==> src/rtl/axis_uart_arbiter.sv <==
`default_nettype none
// ============================================================================
// Module   : axis_uart_arbiter
// Purpose  : Round-robin, packet-atomic N:1 AXI-Stream arbiter feeding a UART TX
//            FIFO. Optional header beat (0xA0 + grant_id) when UART_ARB_HDR_EN.
// Revision : 1.0 - initial release
// ============================================================================
module axis_uart_arbiter #(
  parameter int WIDTH   = 8,
  parameter int NUM_SRC = 4
) (
  input  logic                       clk,
  input  logic                       rst,
  input  logic [NUM_SRC*WIDTH-1:0]   s_axis_data,
  input  logic [NUM_SRC-1:0]         s_axis_valid,
  input  logic [NUM_SRC-1:0]         s_axis_last,
  output logic [NUM_SRC-1:0]         s_axis_ready,
  output logic [WIDTH-1:0]           m_axis_data,
  output logic                       m_axis_valid,
  output logic                       m_axis_last,
  input  logic                       m_axis_ready,
  output logic [$clog2(NUM_SRC)-1:0] grant_id,
  output logic                       busy,
  output logic [15:0]                pkt_count
);

  localparam int GW = $clog2(NUM_SRC);

`ifdef UART_ARB_HDR_EN
  typedef enum logic [1:0] {IDLE = 2'd0, HDR = 2'd1, XFER = 2'd2} state_t;
`else
  typedef enum logic [1:0] {IDLE = 2'd0, XFER = 2'd2} state_t;
`endif

  state_t          state, state_nxt;
  logic [GW-1:0]   last_grant;
  logic [GW-1:0]   winner;
  logic            any_valid;
  logic            last_fire;
  logic [WIDTH-1:0] sel_data;
`ifdef UART_ARB_HDR_EN
  logic [7:0]      hdr_byte;
`endif

  assign any_valid = |s_axis_valid;
  assign busy      = (state != IDLE);
  assign last_fire = (state == XFER) && m_axis_valid && m_axis_ready && m_axis_last;

  // Round-robin search starting one past the previous winner, with wrap.
  always_comb begin
    logic          found;
    logic [GW-1:0] idx;
    found  = 1'b0;
    idx    = '0;
    winner = last_grant;
    for (int k = 1; k <= NUM_SRC; k++) begin
      idx = GW'((int'(last_grant) + k) % NUM_SRC);
      if (!found && s_axis_valid[idx]) begin
        winner = idx;
        found  = 1'b1;
      end
    end
  end

  always_comb begin
    sel_data = '0;
    for (int i = 0; i < NUM_SRC; i++) begin
      if (GW'(i) == grant_id) sel_data = s_axis_data[i*WIDTH +: WIDTH];
    end
  end

`ifdef UART_ARB_HDR_EN
  assign hdr_byte = 8'hA0 + 8'(grant_id);
`endif

  always_ff @(posedge clk or negedge rst) begin
    if (!rst) state <= IDLE;
    else      state <= state_nxt;
  end

  always_comb begin
    state_nxt    = state;
    m_axis_data  = '0;
    m_axis_valid = 1'b0;
    m_axis_last  = 1'b0;
    s_axis_ready = '0;
    case (state)
      IDLE: begin
`ifdef UART_ARB_HDR_EN
        if (any_valid) state_nxt = HDR;
`else
        if (any_valid) state_nxt = XFER;
`endif
      end
`ifdef UART_ARB_HDR_EN
      HDR: begin
        m_axis_data  = WIDTH'(hdr_byte);
        m_axis_valid = 1'b1;
        if (m_axis_ready) state_nxt = XFER;
      end
`endif
      XFER: begin
        m_axis_data            = sel_data;
        m_axis_valid           = s_axis_valid[grant_id];
        m_axis_last            = s_axis_last[grant_id];
        s_axis_ready[grant_id] = m_axis_ready;
        if (last_fire) state_nxt = IDLE;
      end
      default: state_nxt = IDLE;
    endcase
  end

  // last_grant resets to NUM_SRC-1 so source 0 wins the first arbitration.
  always_ff @(posedge clk or negedge rst) begin
    if (!rst) begin
      grant_id   <= '0;
      last_grant <= GW'(NUM_SRC - 1);
      pkt_count  <= '0;
    end else begin
      if (state == IDLE && any_valid) grant_id <= winner;
      if (last_fire) begin
        last_grant <= grant_id;
        pkt_count  <= pkt_count + 16'd1;
      end
    end
  end

endmodule
`default_nettype wire

==> config.mk <==
export PLATFORM = sky130hd
export DESIGN_NAME = axis_uart_arbiter
export DESIGN_NICKNAME = d
export VERILOG_FILES = /design/src/rtl/axis_uart_arbiter.sv
export SDC_FILE = /design/constraint.sdc
export NUM_CORES = 1
export LEC_CHECK = 0
export BUFFER_PORTS_ARGS = -buffer_cell sky130_fd_sc_hd__buf_2
export CORE_ASPECT_RATIO = 1.25
export CORE_UTILIZATION = 40
export CTS_BUF_LIST = sky130_fd_sc_hd__clkbuf_4 sky130_fd_sc_hd__clkbuf_8
export DETAILED_ROUTE_END_ITERATION = 7
export GPL_ROUTABILITY_DRIVEN = 0
export GPL_TIMING_DRIVEN = 0
export PLACE_DENSITY = 0.75
export SLEW_MARGIN = 20
export SYNTH_ARGS = -nofsm -noshare
export SYNTH_HDL_FRONTEND = slang
export SYNTH_SLANG_ARGS = --single-unit
==> constraint.sdc <==
create_clock -name clk -period 2.25 [get_ports clk]
set_input_delay 0.675 -clock clk [delete_from_list [all_inputs] [get_ports clk]]
set_output_delay 0.675 -clock clk [all_outputs]
set_load 0.03 [all_outputs]
==> impl_metrics.json <==
{
  "synth.ff_latch_count": 21,
  "antenna_left": 0,
  "clk_pin_slew_ns": 0.08,
  "min_path_type": "in2async",
  "synthTopCellsByArea": "dfrtp_1 (34%), mux4_2 (15%), xnor2_1 (9.5%)",
  "critPathMaxStageDelay_ns": 0.51,
  "drtIter0Drc": 11,
  "combPwrFrac_pct": 67.7,
  "syn_area_sq_mm": 0.00139,
  "status": "finished with violations",
  "yosys.cell_count.top_type": "dfrtp_1",
  "ys_seq_area_share_pct": 38.1,
  "finClkSkew_ns": 0.00493,
  "grt_pass1_vias": 1275,
  "cp_data_required_time_ns": 1.57,
  "start_util_pct": 42.6,
  "nets": 256,
  "p_int_uw": 1450,
  "cp-start-kind": "flip-flop",
  "drc": 0,
  "path_cells": "buf_8 > mux4_2 > and2_4 > buf_6",
  "ioPinCount": 76,
  "clockBufferDepth": 2,
  "fp.dieW_microns": 54.6,
  "grt_pass1_wl_microns": 5400,
  "swShare_pct": 44.1,
  "cap_violations": 0,
  "endpoint_kind": "primary output",
  "dp_cells": 239,
  "p_total_uw": 2590,
  "max_slew_margin_pct": 68.4,
  "grt_max_degree": 22,
  "globalRoute.totalOverflow": 0,
  "core-area_sq_mm": 0.00325,
  "instances_no_fill": 248,
  "slew_violations": 0,
  "grt_use_total_pct": 20.7,
  "dr.pass1.iters": 4,
  "reg2regPathDepth": 7,
  "violations": "negative setup slack",
  "critical_path_class": "reg2out",
  "crit_cells": 4,
  "ys.flop_type": "dfrtp_1",
  "fmax_mhz": 428,
  "place_area_sq_mm": 0.00182,
  "antenna_found_initial": 0,
  "cts.sinks": 21,
  "antennaDiodeCount": 0,
  "crit_family": "multiplexers",
  "yosys.area.top_type_share_pct": 34.3,
  "period_needed_ns": 2.34,
  "r2r_start": "grant_id[0]$_DFFE_PN0P_",
  "ir_drop_mv": 1.11,
  "rsz0062_at_grt": "true",
  "wl_microns": 3670,
  "cts_inserted_buffers": 3,
  "ctsHoldBuffers": 0,
  "yosys.cell_types.count": 31,
  "p_leak_uw": 0.000986,
  "drive_gt1_share_pct": 56.9,
  "nFillCells": 280,
  "ys_warn_count": 0,
  "wl_per_cell_microns": 14.8,
  "async_reset_ff_share_pct": 100,
  "synthTopCellsByCount": "dfrtp_1 (19), xnor2_1 (15), nand4_1 (13), and2_1 (11)",
  "crit_start": "grant_id[0]$_DFFE_PN0P_",
  "crit_fanout": 7,
  "final.setup.tns_ns": -0.569,
  "endpoint": "m_axis_data[5]",
  "ff2ff_setup_slack_ns": 0.36,
  "cts_root_buf": "clkbuf_8",
  "clkLatencyLatePin_ns": 0.26,
  "io_buffers": 75,
  "cp.arrival_ns": 1.66,
  "vias": 1339,
  "synth_edf_count": 0,
  "switchingPower_uw": 1140,
  "syn2layout_area_growth_pct": 45.0,
  "cp_slowest_cell": "mux4_2",
  "setup_viol": 8,
  "seq_power_share_pct": 22.8,
  "cts_tree": "yes",
  "clkPwrFrac_pct": 9.5,
  "cts.htree.levels": 1,
  "synth_top_area_cell": "dfrtp_1",
  "powerDensity_mw_per_mm2": 1290,
  "syn-num-nets": 171,
  "avgSynthCellArea_sq_um": 10.9,
  "critPathBufInv": 2,
  "routed_via_density": 5.40,
  "period_share_pct": 104,
  "die_h_microns": 67.8,
  "report.final.hold_viol_count": 0,
  "tightest_slew_ns": 0.474,
  "rows": 23,
  "reg2reg_to": "pkt_count[9]$_DFFE_PN0P_",
  "dp_hpwl_microns": 2810,
  "syn_inst": 127,
  "postLayoutCellArea_sq_mm": 0.00201,
  "setup_ws_ns": -0.0875,
  "die_area_sq_mm": 0.00370
}
## flip-flops by register name, summed over array words and instances, names as in the netlist
signal and flops:
state 1, grant_id 2, last_grant 2, pkt_count 16
## worst min-delay path by stage
stage	startpoint	endpoint	slack [ns]	depth (start not counted)
6_report	rst	pkt_count[11]$_DFFE_PN0P_	0.36	1
4_1_cts	rst	pkt_count[10]$_DFFE_PN0P_	0.37	1
3_5_place_dp	pkt_count[15]$_DFFE_PN0P_	pkt_count[15]$_DFFE_PN0P_	0.46	1
5_1_grt	rst	pkt_count[10]$_DFFE_PN0P_	0.39	1
3_3_place_gp	pkt_count[15]$_DFFE_PN0P_	pkt_count[15]$_DFFE_PN0P_	0.46	1
2_1_floorplan	rst	grant_id[0]$_DFFE_PN0P_	0.38	0
## routing by layer
| layer | GRT usage, % | vias up | part of all wire, % |
|---|---|---|---|
| li1 | - | 640 | - |
| met1 | 20.0 | 628 | 37 |
| met2 | 39.5 | 69 | 52 |
| met3 | 4.95 | 2 | 10 |
| met4 | 8.97 | 0 | 0.79 |
| met5 | 0 | - | 0 |
## cells by family after synthesis
group                    count (synthesis)  share of synthesized area [%]
AND/OR/NAND/NOR                         55                           22.9
flip-flops                              21                           38.1
XOR/XNOR                                15                           9.49
multiplexers                            15                           19.3
AO/OA/AOI/OAI                           10                           5.06
buffers and inverters                   10                           4.15
adder cells (fa/ha/maj)                  1                          0.903
## layout by cell type, fill, tap and decap left out, types with 4 or more instances in the layout
cell,count
and3_1,5
buf_4,7
mux2_2,4
buf_6,11
and2_4,9
nor2_1,9
inv_1,4
buf_2,65
nand4_1,13
dfrtp_1,18
mux4_2,9
xnor2_1,15
nand3_1,4
## layout make-up
| class | count | area [sq um] | share of cell area [%] |
|---|---|---|---|
| multi-input cells | 96 | 842 | 41.9 |
| flip-flops and latches | 21 | 529 | 26.4 |
| repair buffers | 82 | 494 | 24.6 |
| well taps | 37 | 46.3 | 2.31 |
| clock buffers | 3 | 41.3 | 2.06 |
| plain buffers | 4 | 35.0 | 1.74 |
| inverters | 4 | 15.0 | 0.748 |
| clock inverters | 1 | 5.00 | 0.249 |
## power by group through the flow
stage	clock [uW]	combinational, uW	sequential [uW]
2_1_floorplan	0	951	687
3_3_place_gp	0	1420	577
3_5_place_dp	0	1430	580
4_1_cts	256	1790	574
5_1_grt	266	1890	605
6_report	245	1750	589
## per-stage QoR
stage,util (%),hold WS (ns),worst slack [ns]
2_1_floorplan,-,0.379,0.0106
3_3_place_gp,55.9,0.457,-0.296
3_5_place_dp,55.9,0.464,-0.294
4_1_cts,61.8,0.372,-0.151
5_1_grt,61.8,0.392,-0.156
6_report,61.8,0.359,-0.0875
## timing repair
action / 4_1_cts / 5_1_grt
resized for setup: 32 / 6
endpoints found under the hold margin: 0 / 0
setup buffers: 7 / 0
pin swaps: 1 / 2
endpoints found under the setup margin: 10 / 10
Power figures use the tool's default switching activity.
